**config.mk**
```make
export PLATFORM = sky130hd
export DESIGN_NAME = demux4_stream_flat
export DESIGN_NICKNAME = d
export VERILOG_FILES = /design/src/rtl/demux4_stream_pkg.sv /design/src/rtl/demux4_stream_if.sv /design/src/rtl/demux4_stream_slot.sv /design/src/rtl/demux4_stream.sv /design/src/flat_wrapper.sv
export SDC_FILE = /design/constraint.sdc
export NUM_CORES = 1
export LEC_CHECK = 0
export ABC_CLOCK_PERIOD_IN_PS = 2700
export BUFFER_PORTS_ARGS = -buffer_cell sky130_fd_sc_hd__buf_2
export CORE_UTILIZATION = 52
export DETAILED_ROUTE_END_ITERATION = 12
export PLACE_DENSITY = 0.83
export SETUP_SLACK_MARGIN = 0.2
export SYNTH_ARGS = -nofsm -noshare
export SYNTH_HDL_FRONTEND = slang
export SYNTH_SLANG_ARGS = --single-unit
```
**constraint.sdc**
```tcl
create_clock -name clk -period 2.7 [get_ports clk]
set_input_delay 0.405 -clock clk [delete_from_list [all_inputs] [get_ports clk]]
set_output_delay 0.405 -clock clk [all_outputs]
set_load 0.005 [all_outputs]
```
**src/rtl/demux4_stream_pkg.sv**
```systemverilog
// Shared constants and types for the 1-to-4 stream demultiplexer.
package demux4_stream_pkg;

    localparam int NUM_CH = 4;

    typedef logic [1:0] sel_t;

    localparam sel_t CH0 = 2'd0;
    localparam sel_t CH1 = 2'd1;
    localparam sel_t CH2 = 2'd2;
    localparam sel_t CH3 = 2'd3;

endpackage

```
**src/rtl/demux4_stream_if.sv**
```systemverilog
// Handshake and data bundle for demux4_stream; slave is the demux side, master the producer/consumer side.
interface demux4_stream_if
    import demux4_stream_pkg::*;
#(
    parameter int WIDTH = 8
);
    logic [WIDTH-1:0]  din;
    logic              din_valid;
    logic              din_ready;
    logic              s1;
    logic              s0;
    logic              rr_en;
    logic [WIDTH-1:0]  y0;
    logic [WIDTH-1:0]  y1;
    logic [WIDTH-1:0]  y2;
    logic [WIDTH-1:0]  y3;
    logic [NUM_CH-1:0] y_valid;
    logic [NUM_CH-1:0] y_ready;
    sel_t              rr_ptr;

    modport slave (
        input  din, din_valid, s1, s0, rr_en, y_ready,
        output din_ready, y0, y1, y2, y3, y_valid, rr_ptr
    );

    modport master (
        output din, din_valid, s1, s0, rr_en, y_ready,
        input  din_ready, y0, y1, y2, y3, y_valid, rr_ptr
    );
endinterface

```
**src/rtl/demux4_stream_slot.sv**
```systemverilog
// One-entry output holding register with full flag.
// Latency: loaded word visible the cycle after load.
// Backpressure: full stays set until ready; a same-cycle load wins over drain.
module demux_slot #(
    parameter int WIDTH = 8
) (
    input  logic             clk,
    input  logic             rst_n,
    input  logic             load,
    input  logic [WIDTH-1:0] load_dat,
    input  logic             drain_rdy,
    output logic             full,
    output logic [WIDTH-1:0] dat
);

    // Data is only overwritten by a load, so it persists after drain.
    always_ff @(posedge clk) begin
        if (!rst_n) begin
            full <= 1'b0;
            dat  <= '0;
        end else if (load) begin
            full <= 1'b1;
            dat  <= load_dat;
        end else if (drain_rdy) begin
            full <= 1'b0;
        end
    end

endmodule

```
**src/rtl/demux4_stream.sv**
```systemverilog
// 1-to-4 registered stream demux, destination from {s1,s0} or round-robin pointer.
// Latency: one cycle from accept to y_valid on the target channel.
// Backpressure: only the target slot gates din_ready; round-robin blocks, never skips.
module demux4_stream
    import demux4_stream_pkg::*;
#(
    parameter int WIDTH = 8
) (
    input  logic              clk,
    input  logic              rst_n,
    demux4_stream_if.slave    bus
);

    sel_t              tgt;
    sel_t              rr_ptr_q;
    logic              accept;
    logic [NUM_CH-1:0] load;
    logic [NUM_CH-1:0] full;
    logic [WIDTH-1:0]  y_dat [NUM_CH];

    assign tgt = bus.rr_en ? rr_ptr_q : {bus.s1, bus.s0};

    // Ready looks through to the consumer so a full slot can drain and refill in one cycle.
    assign bus.din_ready = rst_n & (~full[tgt] | bus.y_ready[tgt]);
    assign accept        = bus.din_valid & bus.din_ready;

    always_comb begin
        load = '0;
        if (accept) begin
            load[tgt] = 1'b1;
        end
    end

    always_ff @(posedge clk) begin
        if (!rst_n) begin
            rr_ptr_q <= CH0;
        end else if (accept && bus.rr_en) begin
            rr_ptr_q <= rr_ptr_q + sel_t'(1);
        end
    end

    for (genvar k = 0; k < NUM_CH; k++) begin : g_slot
        demux_slot #(
            .WIDTH(WIDTH)
        ) u_slot (
            .clk      (clk),
            .rst_n    (rst_n),
            .load     (load[k]),
            .load_dat (bus.din),
            .drain_rdy(bus.y_ready[k]),
            .full     (full[k]),
            .dat      (y_dat[k])
        );
    end

    assign bus.y_valid = full;
    assign bus.y0      = y_dat[CH0];
    assign bus.y1      = y_dat[CH1];
    assign bus.y2      = y_dat[CH2];
    assign bus.y3      = y_dat[CH3];
    assign bus.rr_ptr  = rr_ptr_q;

endmodule

```
**src/flat_wrapper.sv**
```systemverilog
// flat-port wrapper written by rule: the top's interface ports become plain ports
module demux4_stream_flat import demux4_stream_pkg::*;
#(
    parameter int WIDTH = 8
)
  (clk, rst_n, bus_din, bus_din_valid, bus_s1, bus_s0, bus_rr_en, bus_y_ready, bus_din_ready, bus_y0, bus_y1, bus_y2, bus_y3, bus_y_valid, bus_rr_ptr);
  demux4_stream_if #(.WIDTH(WIDTH)) bus_i ();
  input  logic clk;
  input  logic rst_n;
  input wire logic [$bits(bus_i.din)-1:0] bus_din;
  input wire logic [$bits(bus_i.din_valid)-1:0] bus_din_valid;
  input wire logic [$bits(bus_i.s1)-1:0] bus_s1;
  input wire logic [$bits(bus_i.s0)-1:0] bus_s0;
  input wire logic [$bits(bus_i.rr_en)-1:0] bus_rr_en;
  input wire logic [$bits(bus_i.y_ready)-1:0] bus_y_ready;
  output wire logic [$bits(bus_i.din_ready)-1:0] bus_din_ready;
  output wire logic [$bits(bus_i.y0)-1:0] bus_y0;
  output wire logic [$bits(bus_i.y1)-1:0] bus_y1;
  output wire logic [$bits(bus_i.y2)-1:0] bus_y2;
  output wire logic [$bits(bus_i.y3)-1:0] bus_y3;
  output wire logic [$bits(bus_i.y_valid)-1:0] bus_y_valid;
  output wire logic [$bits(bus_i.rr_ptr)-1:0] bus_rr_ptr;
  assign bus_i.din = bus_din;
  assign bus_i.din_valid = bus_din_valid;
  assign bus_i.s1 = bus_s1;
  assign bus_i.s0 = bus_s0;
  assign bus_i.rr_en = bus_rr_en;
  assign bus_i.y_ready = bus_y_ready;
  assign bus_din_ready = bus_i.din_ready;
  assign bus_y0 = bus_i.y0;
  assign bus_y1 = bus_i.y1;
  assign bus_y2 = bus_i.y2;
  assign bus_y3 = bus_i.y3;
  assign bus_y_valid = bus_i.y_valid;
  assign bus_rr_ptr = bus_i.rr_ptr;
  demux4_stream #(.WIDTH(WIDTH)) u_core (.clk(clk), .rst_n(rst_n), .bus(bus_i));
endmodule
```
=== Yosys cells after proc, flatten, opt, wreduce, memory -nomap -nowiden ===
Cells that the tools add are included.

* Bits in registers: 38
* Input port bits: 18
* Output and inout bits: 39
* Word-level logic and storage cells: 38

* Add/sub/neg operators: 1
* Magnitude comparators: 2
* Muxes and demuxes: 16
* Bitwise logic cells: 4
* Reductions and logical operators: 6

{| class="wikitable"
|+ Operator list
! cell !! count
|-
| $mux W1 || 11
|-
| $reduce_bool A2 Y1 || 4
|-
| $bmux W1 S2 || 2
|-
| $mux W4 || 1
|-
| $lt A2 B3 Y1 const B || 1
|-
| $add A2 B1 Y2 const B || 1
|-
| $and A1 B1 Y1 || 2
|-
| $demux W1 S2 || 1
|-
| $ge A2 B1 Y1 const B || 1
|-
| $logic_and A1 B1 Y1 || 2
|-
| $mux W2 || 1
|-
| $not A1 Y1 || 1
|-
| $or A1 B1 Y1 || 1
|}

=== Longest topological paths before layout ===
Gate-level depths: netlist (run 1).

* Depth after elaboration: 9
* Depth in mapped cells: 5
* Mapped depth without buffers: 4

=== Modules after synthesis ===
Synthesis (run 1) repeated with hierarchy kept, for this count alone.

* Cell total of the unflattened synthesis: 139
* Area, all modules: 1,536.5 um^2

{| class="wikitable"
|+ By module, submodules not included
! module !! times used !! cells each !! area an instance (um^2) !! seq. area each (um^2)
|-
| demux_slot || 4 || 28 || 335.3 || 180.2
|-
| demux4_stream || 1 || 27 || 195.2 || 40.0
|}

=== Worst setup path after synthesis (run 1) ===
Ideal clock, no wire load.

* Path kind: input to output
* Start: input bus_rr_en
* End: output bus_din_ready
* Data arrival time: 1.366 ns
* Data required time: 2.295 ns
* Path slack: 0.929 ns
* Cell stages on the path: 4
* Cells stage by stage: mux2i_2 mux2_2 mux2i_1 and2_1

* Longest elaborated chain between the ends: 6

{| class="wikitable"
|+ RTL lines
! what !! RTL line !! source
|-
| start, declared || flat_wrapper.sv:14 || <nowiki>input wire logic [$bits(bus_i.rr_en)-1:0] bus_rr_en;</nowiki>
|-
| $mux W2 * || demux4_stream.sv:21 || <nowiki>assign tgt = bus.rr_en ? rr_ptr_q : {bus.s1, bus.s0};</nowiki>
|-
| $bmux W1 S2 || demux4_stream.sv:24 || <nowiki>assign bus.din_ready = rst_n & (~full[tgt] | bus.y_ready[tgt]);</nowiki>
|-
| $mux W1 (implied by the code) || demux4_stream.sv:24 ||
|-
| $not A1 Y1 || demux4_stream.sv:24 ||
|-
| $or A1 B1 Y1 * || demux4_stream.sv:24 ||
|-
| $and A1 B1 Y1 * || demux4_stream.sv:24 ||
|-
| end, declared || flat_wrapper.sv:16 || <nowiki>output wire logic [$bits(bus_i.din_ready)-1:0] bus_din_ready;</nowiki>
|}

Every way passes the cells marked *; elsewhere a longest branch is shown, timed or not. The select of a mux whose other input is x is not followed.

=== Final worst setup path (run 1) ===
* Start: register u_core.rr_ptr_q[1] (netlist: u_core.bus.rr_ptr[1])
* End: output bus_din_ready

* Longest elaborated chain between the ends: 6

{| class="wikitable"
|+ RTL lines
! what !! RTL line !! source
|-
| start, declared || demux4_stream.sv:15 || <nowiki>sel_t rr_ptr_q;</nowiki>
|-
| start signal, assigned || demux4_stream.sv:38 || <nowiki>rr_ptr_q <= rr_ptr_q + sel_t'(1);</nowiki>
|-
| $mux W2 * || demux4_stream.sv:21 ||
|-
| $bmux W1 S2 || demux4_stream.sv:24 ||
|-
| $mux W1 (implied by the code) || demux4_stream.sv:24 ||
|-
| $not A1 Y1 || demux4_stream.sv:24 ||
|-
| $or A1 B1 Y1 * || demux4_stream.sv:24 ||
|-
| $and A1 B1 Y1 * || demux4_stream.sv:24 ||
|}

Marked as above.

==> metrics.yaml, run 1 <==
run_status:
  status: "finished with violations"
  violations: "design-rule violations"
power:
  swShare: 0.224
  power.clock.fraction: 0.353
  p_leak_nw: 0.825
  p_total_w: 0.00106
  sequentialPowerShare: 0.548
  pwr-share-comb: 0.098
  switchingPower_w: 0.000238
  p_per_area_mw_per_mm2: 548
  irDropWorstVdd_mv: 0.292
  p_int_w: 0.000824
sta:
  setup_tns_ns: 0
  finalCritPeriodShare: 0.852
  hold_viol: 0
  report.final.slew_viol_count: 0
  fmax_mhz: 434
  whs_ns: 0.358
  worstMarginPinSlew_ns: 0.593
  finalCriticalPeriod_ns: 2.30
  finClkSkew_ns: 0.0162
  slew_headroom: 0.604
  setup-violations-final: 0
  grt_setup_unrepaired: "false"
synthesis:
  syn_nets: 160
  seq_area_frac_synth: 0.480
  synth-async-reset-ratio: 0
  synth_compound_area_frac: 0.0379
  synth_top_family_by_area: "multiplexers"
  synth.avg_cell_area_um2: 11.2
  synth.yosys.warnings: 0
  ys_types: 21
  synth_edf_count: 0
  synthAdderAreaFrac: 0
  muxShareOfSynthArea: 0.240
  syn_inst: 142
  synth_xor_area_frac: 0
  ys_seq_elements: 38
  yosys.area_share.simple: 0.192
  synth_flop_cell: "dfxtp_1"
  syn-cell-area_mm2: 0.00158
routing:
  remaining_drc_errors: 3
  wl_met3_um: 153
  m1WireLength_um: 1420
  drtIter0Drc: 38
  top_layer: "met4"
  via_per_inst: 5.28
  routed_wl_um: 3310
  antenna_left: 0
  wl_met2_um: 1660
  drtPass1Iterations: 8
  post_drt_wl_per_cell_um: 14.5
  vias: 1209
cts:
  tritoncts: "done"
  clkLatencyLatePin_ns: 0.35
  cts_buffers: 5
  cts_resized: 0
  post_cts_buffers: 0
  cts_sinks: 38
  clockRootBuffer: "clkbuf_4"
  cts.path.max_buffers: 2
  hold_buffers: 0
  clk_pin_slew_ns: 0.12
  h-tree-depth: 2
worst_setup_path:
  cp-end-kind: "output port"
  critPathLaunchType: "register"
  arrival_ns: 1.90
  path_class: "reg -> out"
  cp.required_ns: 2.30
  critPathMaxFanout: 6
place:
  placedInstanceArea_mm2: 0.00186
  dp_hpwl_um: 2350
  numPortBuffers: 56
  gp_congestion: 0.822
final_layout:
  final_area_mm2: 0.00194
  final_nets: 215
  multi_input_area_um2: 751
  layout_commonest_cell: "buf_2"
  diodes: 0
  layout_common_cells: "56 x buf_2, 38 x dfxtp_1, 36 x nor2b_1, 34 x mux2i_1, 5 x clkbuf_4"
  drive_above_1_share: 0.364
  final_core_util: 0.686
  syn2layout_area_growth_pct: 22.4
  seqCellArea_um2: 761
  nFillCells: 224
grt:
  grt_pass1_vias: 1178
  grt_first_pass_wirelength_um: 5130
  grt.overflow.total: 0
  grt_usage: 0.211
  antenna_found_initial: 0
  grt_max_degree: 30
floorplanning:
  die_area_mm2: 0.00327
  initial_core_util: 0.560
  rows: 19
  die_w_um: 57.2
  die_h_um: 57.2
  io_pins: 57
  core_area_mm2: 0.00283
run:
  maxCapViolations: 0
worst_hold_path:
  hold_class: "in -> reg"
[path summary, 6_finish.rpt]
path / from / endpoint / slack [ns] / depth (start not counted)
worst min-delay path: bus_din[1] / u_core.g_slot[3].u_slot.dat[1] / 0.36 / 3
worst min register to register: u_core.g_slot[0].u_slot.dat[0] / u_core.g_slot[0].u_slot.dat[0] / 0.52 / 2
worst max-delay path: u_core.bus.rr_ptr[1] / bus_din_ready / 0.40 / 5
worst max register to register: u_core.bus.rr_ptr[0] / u_core.g_slot[0].u_slot.dat[7] / 0.76 / 4
[sequential cells by signal (all words and copies together) (netlist names)]
signal	count
u_core.g_slot.u_slot.full	4
u_core.bus.rr_ptr	2
u_core.g_slot.u_slot.dat	32
[kinds of logic after synthesis]
family / count (synthesis)
flip-flops: 38
AND/OR/NAND/NOR: 46
AO/OA/AOI/OAI: 8
multiplexers: 37
buffers and inverters: 13
[metrics by stage]
stage / setup WS, ns / instances
after detailed placement: 0.539 / 221
final: 0.398 / 229
after CTS: 0.417 / 229
after floorplan: 0.929 / 142
after global routing: 0.257 / 229
after global placement: 0.642 / 221
[critical path: stages, from the launching register on]
cell and delay (ns):
dfxtp_1 0.36, mux2i_2 0.40, mux2_2 0.43, mux2i_1 0.12, and2_1 0.13, buf_2 0.10
[power groups by stage]
stage	clock network, W	registers (W)	logic, W
2_1_floorplan	0	0.000596	0.0000606
3_3_place_gp	0	0.000594	0.0000999
3_5_place_dp	0	0.000595	0.000104
4_1_cts	0.000384	0.000583	0.000104
5_1_grt	0.000400	0.000585	0.000113
6_report	0.000375	0.000583	0.000104
[cell usage after synthesis, types with 2 or more instances]
cell / instances / area, um^2
nor2b_1: 36 / 225
o21a_1: 4 / 30.0
mux2i_1: 34 / 340
dfxtp_1: 38 / 761
nand2_1: 2 / 7.51
and2_1: 2 / 12.5
nor4b_2: 2 / 30.0
clkbuf_1: 4 / 15.0
buf_4: 8 / 60.1
[area by class of cell]
type                       count  share of cell area
clock buffer                   7              0.0232
tap                           31              0.0200
clock inverter                 1              0.0155
inverter                       1             0.00194
multi-input combinational     91               0.387
timing repair buffer          60               0.160
sequential                    38               0.392
[per-layer routing]
metal	vias to the layer above	global-route usage
met5	-	0
met4	0	0.0871
met3	12	0.0726
met2	39	0.373
met1	571	0.231
li1	587	-
Power figures use the tool's default switching activity.
==> run 2: changes to the inputs <==
Settings changed: ABC_CLOCK_PERIOD_IN_PS 2700 to 2590, CORE_UTILIZATION 52 to 39, PLACE_DENSITY 0.83 to 0.65, RECOVER_POWER from default to 50.
Clock period 2.7 ns to 2.59 ns, I/O delays scaled along.
==> run 2 against run 1 <==
  * The run now ends clean
  * Die area grew 32%
  * Wire length grew 6.1%
  * Final cell count grew 7.9%
  * Register-to-register slack lost 0.02 ns
  * Combinational power grew 8%
  * Sequential power grew 4.3%
  * Total power grew 13%
  * Clock power grew 27%
  * Critical path depth is the same
  * Setup slack lost 0.051 ns
  * Core utilization shrank 16 points
  * Count of clock-buffer cells in the layout is the same
  * Critical path type unchanged
  * Critical endpoint unchanged
==> metrics.yaml, run 2 (synthesis gave the netlist of run 1 again) <==
run_status:
  status: "finished, final reports clean"
floorplanning:
  initial_core_util: 0.420  # -0.140
  io_pins: 57  # unchanged
  core_area_mm2: 0.00377  # +33%
  rows: 22  # +3
  die_h_um: 65.7  # +15%
  die_area_mm2: 0.00432  # +32%
  die_w_um: 65.7  # +15%
final_layout:
  diodes: 0  # unchanged
  largest-register: "u_core.g_slot.u_slot.dat"
  syn2layout_area_growth_pct: 25.9
  final_nets: 216  # +0.47%
  nFillCells: 342  # +53%
  largest_register_ff_count: 32  # unchanged
  drive_above_1_share: 0.276  # -0.0873
  layout_common_cells: "38 x buf_2, 38 x dfxtp_1, 36 x nor2b_1, 34 x mux2i_1, 20 x clkbuf_1"
sta:
  slew_headroom: 0.582  # -0.0224
  worstMarginPinSlew_ns: 0.610  # +0.0166 ns
  setup_tns_ns: 0  # unchanged
  finalCriticalPeriod_ns: 2.24
  grt_setup_unrepaired: "false"
  hold_viol: 0  # unchanged
  finClkSkew_ns: 0.00785  # -0.00836 ns
  setup-violations-final: 0  # unchanged
  finalCritPeriodShare: 0.866
  report.final.slew_viol_count: 0  # unchanged
  fmax_mhz: 446
  worst_slack_ns: 0.347  # -0.0512 ns
power:
  p_leak_nw: 0.776  # -5.9%
  p_total_w: 0.00120  # +13%
  p_per_area_mw_per_mm2: 601  # +9.6%
  irDropWorstVdd_mv: 0.442  # +51%
cts:
  clockRootBuffer: "clkbuf_8"
  h-tree-depth: 2  # unchanged
  hold_buffers: 0  # unchanged
  clkLatencyLatePin_ns: 0.28  # -0.07 ns
  cts_buffers: 5  # unchanged
  tritoncts: "done"
  post_cts_buffers: 0  # unchanged
  cts_resized: 0  # unchanged
  cts_sinks: 38  # unchanged
  cts.path.max_buffers: 2  # unchanged
  clk_pin_slew_ns: 0.07  # -0.05 ns
routing:
  via_per_inst: 4.89  # -7.4%
  vias: 1207  # -0.17%
  drtIter0Drc: 33  # -13%
  post_drt_wl_per_cell_um: 14.2  # -1.6%
  routed_wl_um: 3510  # +6.1%
  antenna_left: 0  # unchanged
  drtPass1Iterations: 2  # -6
  remaining_drc_errors: 0  # -3
worst_setup_path:
  critPathMaxFanout: 6  # unchanged
  path_class: "reg -> out"
  critPathLaunchType: "register"
  cp-end-kind: "output port"
  cp.required_ns: 2.20  # -0.10 ns
  arrival_ns: 1.85  # -0.05 ns
grt:
  grt_pass1_vias: 1161  # -1.4%
  grt_first_pass_wirelength_um: 5520  # +7.5%
  grt_usage: 0.173  # -0.0383
  grt.overflow.total: 0  # unchanged
  grt_max_degree: 42  # +40%
  antenna_found_initial: 0  # unchanged
place:
  dp_slack_ns: 0.405  # -0.133 ns
  dp_hpwl_um: 2440  # +3.9%
  gp_congestion: 0.752  # -8.5%
  numPortBuffers: 56  # unchanged
worst_hold_path:
  hold_class: "in -> reg"
run:
  maxCapViolations: 0  # unchanged
==> run 2: worst max-delay path, stage by stage (launching register included) <==
cell	delay, ns
dfxtp_1	0.34
mux2i_2	0.45
mux2_2	0.44
mux2i_1	0.12
and2_1	0.13
buf_2	0.10
==> run 2: layer usage <==
metal	vias to the layer above	global-route usage	share of wire
li1	590	-	-
met1	574	0.210	0.47
met2	39	0.284	0.46
met3	4	0.0573	0.053
met4	0	0.0571	0.012
met5	-	0	0
==> run 2: power breakdown <==
group	total (W)	internal, W	switching, W	leakage, nW
sequential	0.000608	0.000599	0.00000861	0.308
combinational	0.000112	0.0000563	0.0000560	0.416
clock	0.000478	0.000288	0.000190	0.0524
total	0.00120	0.000944	0.000255	0.776
==> run 2: final timing paths <==
path	from	to	slack (ns)	depth (start not counted)
min	bus_din[6]	u_core.g_slot[3].u_slot.dat[6]	0.41	3
max reg2reg	u_core.bus.rr_ptr[1]	u_core.g_slot[1].u_slot.dat[4]	0.74	5
max	u_core.bus.rr_ptr[1]	bus_din_ready	0.35	5
min reg2reg	u_core.g_slot[0].u_slot.dat[7]	u_core.g_slot[0].u_slot.dat[7]	0.51	2
==> run 2: metrics by stage <==
| stage | std cells | util | hold slack, ns | cell area, um^2 |
|---|---|---|---|---|
| 2_1_floorplan | 142 | - | 0.497 | 1580 |
| 3_3_place_gp | 239 | 0.507 | 0.493 | 1910 |
| 3_5_place_dp | 239 | 0.507 | 0.499 | 1910 |
| 4_1_cts | 247 | 0.535 | 0.402 | 2020 |
| 5_1_grt | 247 | 0.529 | 0.415 | 1990 |
| 6_report | 247 | 0.529 | 0.409 | 1990 |
==> run 2: cell type report <==
type                    count  area [um^2]  area share
multi-input cells          91          768       0.385
flip-flops and latches     38          761       0.381
repair buffers             61          295       0.148
clock buffers               7         76.3      0.0383
well taps                  48         60.1      0.0301
clock inverters             1         30.0      0.0151
inverters                   1         3.75     0.00188
==> run 3: changes to the inputs <==
Settings changed: ABC_AREA from default to 1, PLACE_DENSITY 0.65 to default.
==> run 3 against run 2 <==
  * The run now ends with design-rule violations left
  * Combinational power rose by 33%
  * Clock skew fell by 0.0043 ns
  * Core utilization fell by 3.6 points
  * Clock power shrank 1%
  * Flip-flop and latch count did not move
  * Worst hold slack got worse by 0.038 ns
  * Final cell count rose by 54%
  * Cell area is 9.7% higher
  * Total power increased by 3.5%
  * Maximum frequency is 22% higher
  * Sequential power up 1%
  * Largest power group unchanged
==> metrics.yaml, run 3 <==
synthesis:
  syn-cell-area_mm2: 0.00183  # +16%
  yosys.area_share.simple: 0.411  # +0.220
  seq_area_frac_synth: 0.416  # -0.0647
  yosysMostFrequentCell: "nand2_1"
  synth.avg_cell_area_um2: 6.63  # -41%
  synth_top_area_frac: 0.416  # -0.0647
  ys_seq_elements: 38  # unchanged
  ys_top_cells_by_area: "dfxtp_1 42%, nand2_1 18%, nor2_1 14%, inv_1 9.2%, nand4_4 4.6%"
  synth.top_cells.by_count: "88 x nand2_1, 68 x nor2_1, 45 x inv_1"
  synth.yosys.warnings: 0  # unchanged
  syn_nets: 294  # +84%
  synth_edf_count: 0  # unchanged
  ys_types: 17  # -19%
  synth_xor_area_frac: 0  # unchanged
  synthAdderAreaFrac: 0  # unchanged
  muxShareOfSynthArea: 0  # -0.240
  synth_compound_area_frac: 0.0219  # -0.0160
  synth_top_area_cell: "dfxtp_1"
  syn_inst: 276  # +94%
  synth-async-reset-ratio: 0  # unchanged
  synth_top_family_by_area: "simple AND/OR/NAND/NOR gates"
  synth_flop_cell: "dfxtp_1"
final_layout:
  final_nets: 346  # +60%
  layout_common_cells: "88 x nand2_1, 68 x nor2_1, 46 x buf_2, 45 x inv_1, 38 x dfxtp_1"
  diodes: 0  # unchanged
  largest-register: "u_core.g_slot.u_slot.dat"
  final_core_util: 0.492  # -0.0365
  largest_register_ff_count: 32  # unchanged
  nFillCells: 485  # +42%
  layout_commonest_cell: "nand2_1"
  drive_above_1_share: 0.207  # -0.0697
  final_area_mm2: 0.00219  # +9.7%
  syn2layout_area_growth_pct: 19.5
  seqCellArea_um2: 761  # unchanged
  multi_input_area_um2: 793  # +3.3%
cts:
  h-tree-depth: 2  # unchanged
  clk_pin_slew_ns: 0.07  # about the same
  clkLatencyLatePin_ns: 0.29  # about the same
  tritoncts: "done"
  cts_resized: 0  # unchanged
  cts_buffers: 5  # unchanged
  clockRootBuffer: "clkbuf_8"
  post_cts_buffers: 0  # unchanged
  cts.path.max_buffers: 2  # unchanged
  hold_buffers: 0  # unchanged
  cts_sinks: 38  # unchanged
place:
  placedInstanceArea_mm2: 0.00209  # +9.4%
  numPortBuffers: 56  # unchanged
  gp_congestion: 0.808  # +7.3%
  dp_hpwl_um: 2810  # +15%
sta:
  worstMarginPinSlew_ns: 0.270  # -0.340 ns
  report.final.slew_viol_count: 0  # unchanged
  slew_headroom: 0.820  # +0.238
  finalCritPeriodShare: 0.709  # -0.157
  hold_viol: 0  # unchanged
  fmax_mhz: 544  # +22%
  finClkSkew_ns: 0.00359  # -0.00426 ns
  setup-violations-final: 0  # unchanged
  setup_tns_ns: 0  # unchanged
  finalCriticalPeriod_ns: 1.84  # -0.406 ns
  grt_setup_unrepaired: "false"
grt:
  grt_first_pass_wirelength_um: 6540  # +18%
  grt.overflow.total: 0  # unchanged
  grt_max_degree: 20  # -52%
  grt_usage: 0.169  # -0.00358
  grt_pass1_vias: 1518  # +31%
  antenna_found_initial: 0  # unchanged
floorplanning:
  die_h_um: 70.5  # +7.3%
  die_w_um: 70.5  # +7.3%
  die_area_mm2: 0.00497  # +15%
  io_pins: 57  # unchanged
  rows: 24  # +9.1%
  initial_core_util: 0.412  # -0.00816
  core_area_mm2: 0.00444  # +18%
power:
  sequentialPowerShare: 0.498  # -0.009
  p_leak_nw: 1.27  # +64%
  swShare: 0.250  # +0.0372
  p_int_w: 0.000930  # -1.4%
  p_per_area_mw_per_mm2: 566  # -5.7%
  power.clock.fraction: 0.382  # -0.017
  switchingPower_w: 0.000309  # +22%
  pwr-share-comb: 0.121  # +0.027
  irDropWorstVdd_mv: 0.356  # -19%
routing:
  routed_wl_um: 3860  # +10%
  vias: 1653  # +37%
  drtPass1Iterations: 8  # +6
  remaining_drc_errors: 10  # +10
  antenna_left: 0  # unchanged
  via_per_inst: 4.34  # -11%
  drtIter0Drc: 97  # +190%
  post_drt_wl_per_cell_um: 10.1  # -29%
worst_setup_path:
  timing.critical_path.to: "bus_din_ready"
  r2r_end: "u_core.g_slot[2].u_slot.dat[1]"
  critPathMaxFanout: 8  # +2
  worstRegToRegCells: 11  # +6
  arrival_ns: 1.45  # -0.40 ns
  path_class: "reg -> out"
  r2r_start: "u_core.bus.rr_ptr[0]"
  crit_path_start: "u_core.bus.rr_ptr[0]"
  cp-end-kind: "output port"
  critPathLaunchType: "register"
  ff2ff_setup_slack_ns: 1.04  # +0.30 ns
  cp.required_ns: 2.20  # about the same
worst_hold_path:
  hold_class: "in -> reg"
run_status:
  status: "finished with violations"
  violations: "design-rule violations"
run:
  maxCapViolations: 0  # unchanged
[run 3: cell types whose count changed in the layout (fill, tap and decap cells not counted), sizes merged, moves of 4 or more]
cell,before,now
nor2b,36,0
nor2,0,68
inv,1,47
nand4,0,6
a21oi,0,5
clkbuf,25,18
mux2i,35,0
o21a,4,0
buf,43,48
nand3,0,4
nand2,2,93
[run 3: critical path, cell delays in order, from the launching register on]
cell and delay (ns):
dfxtp_1 0.36, nand2_2 0.11, nand2_4 0.13, nand2_1 0.05, nand2_1 0.05, nand2_1 0.04, nand2_1 0.07, inv_2 0.06
a21oi_1 0.15, buf_2 0.14
[run 3: worst min path at each step]
| stage | startpoint | to | depth (start not counted) |
|---|---|---|---|
| 2_1_floorplan | u_core.g_slot[1].u_slot.full | u_core.g_slot[1].u_slot.full | 2 |
| 3_3_place_gp | u_core.g_slot[3].u_slot.full | u_core.g_slot[3].u_slot.full | 2 |
| 3_5_place_dp | u_core.g_slot[0].u_slot.full | u_core.g_slot[0].u_slot.full | 2 |
| 4_1_cts | bus_y_ready[1] | u_core.g_slot[1].u_slot.full | 4 |
| 5_1_grt | bus_y_ready[3] | u_core.g_slot[3].u_slot.full | 4 |
| 6_report | bus_y_ready[3] | u_core.g_slot[3].u_slot.full | 4 |
[run 3: layout make-up]
type	instances	area share
Sequential cell	38	0.348
Timing Repair Buffer	58	0.129
Multi-Input combinational cell	178	0.362
Tap cell	52	0.0297
Clock buffer	8	0.0503
Inverter	47	0.0806
[run 3: layer usage]
metal / up-vias / routed length [um] / GRT usage / share of wire
met1: 695 / 1810 / 0.205 / 0.47
met4: 0 / 73 / 0.0884 / 0.019
met2: 52 / 1700 / 0.275 / 0.44
met3: 7 / 280 / 0.0462 / 0.072
li1: 899 / - / - / -
met5: - / 0 / 0 / 0
[run 3: cells by family (layout without fill, tap and decap cells)]
kind of cell,after synthesis,in the layout
simple gates,171,171
buf+inv,60,113
flops,38,38
compound gates,7,7
[run 3: power groups by stage]
stage | combinational (W) | sequential [W] | clock (W)
6_report | 0.000149 | 0.000617 | 0.000473
3_5_place_dp | 0.000152 | 0.000631 | 0
2_1_floorplan | 0.0000953 | 0.000632 | 0
4_1_cts | 0.000153 | 0.000617 | 0.000490
5_1_grt | 0.000170 | 0.000620 | 0.000513
3_3_place_gp | 0.000152 | 0.000631 | 0
[run 3: metrics by stage]
step	power [W]	hold WS, ns	std cells	setup slack, ns
after floorplan	0.000728	0.457	276	1.11
after global routing	0.00130	0.377	381	0.542
after CTS	0.00126	0.365	381	0.722
after detailed placement	0.000783	0.487	373	0.777
after global placement	0.000782	0.489	373	0.800
final	0.00124	0.371	381	0.753
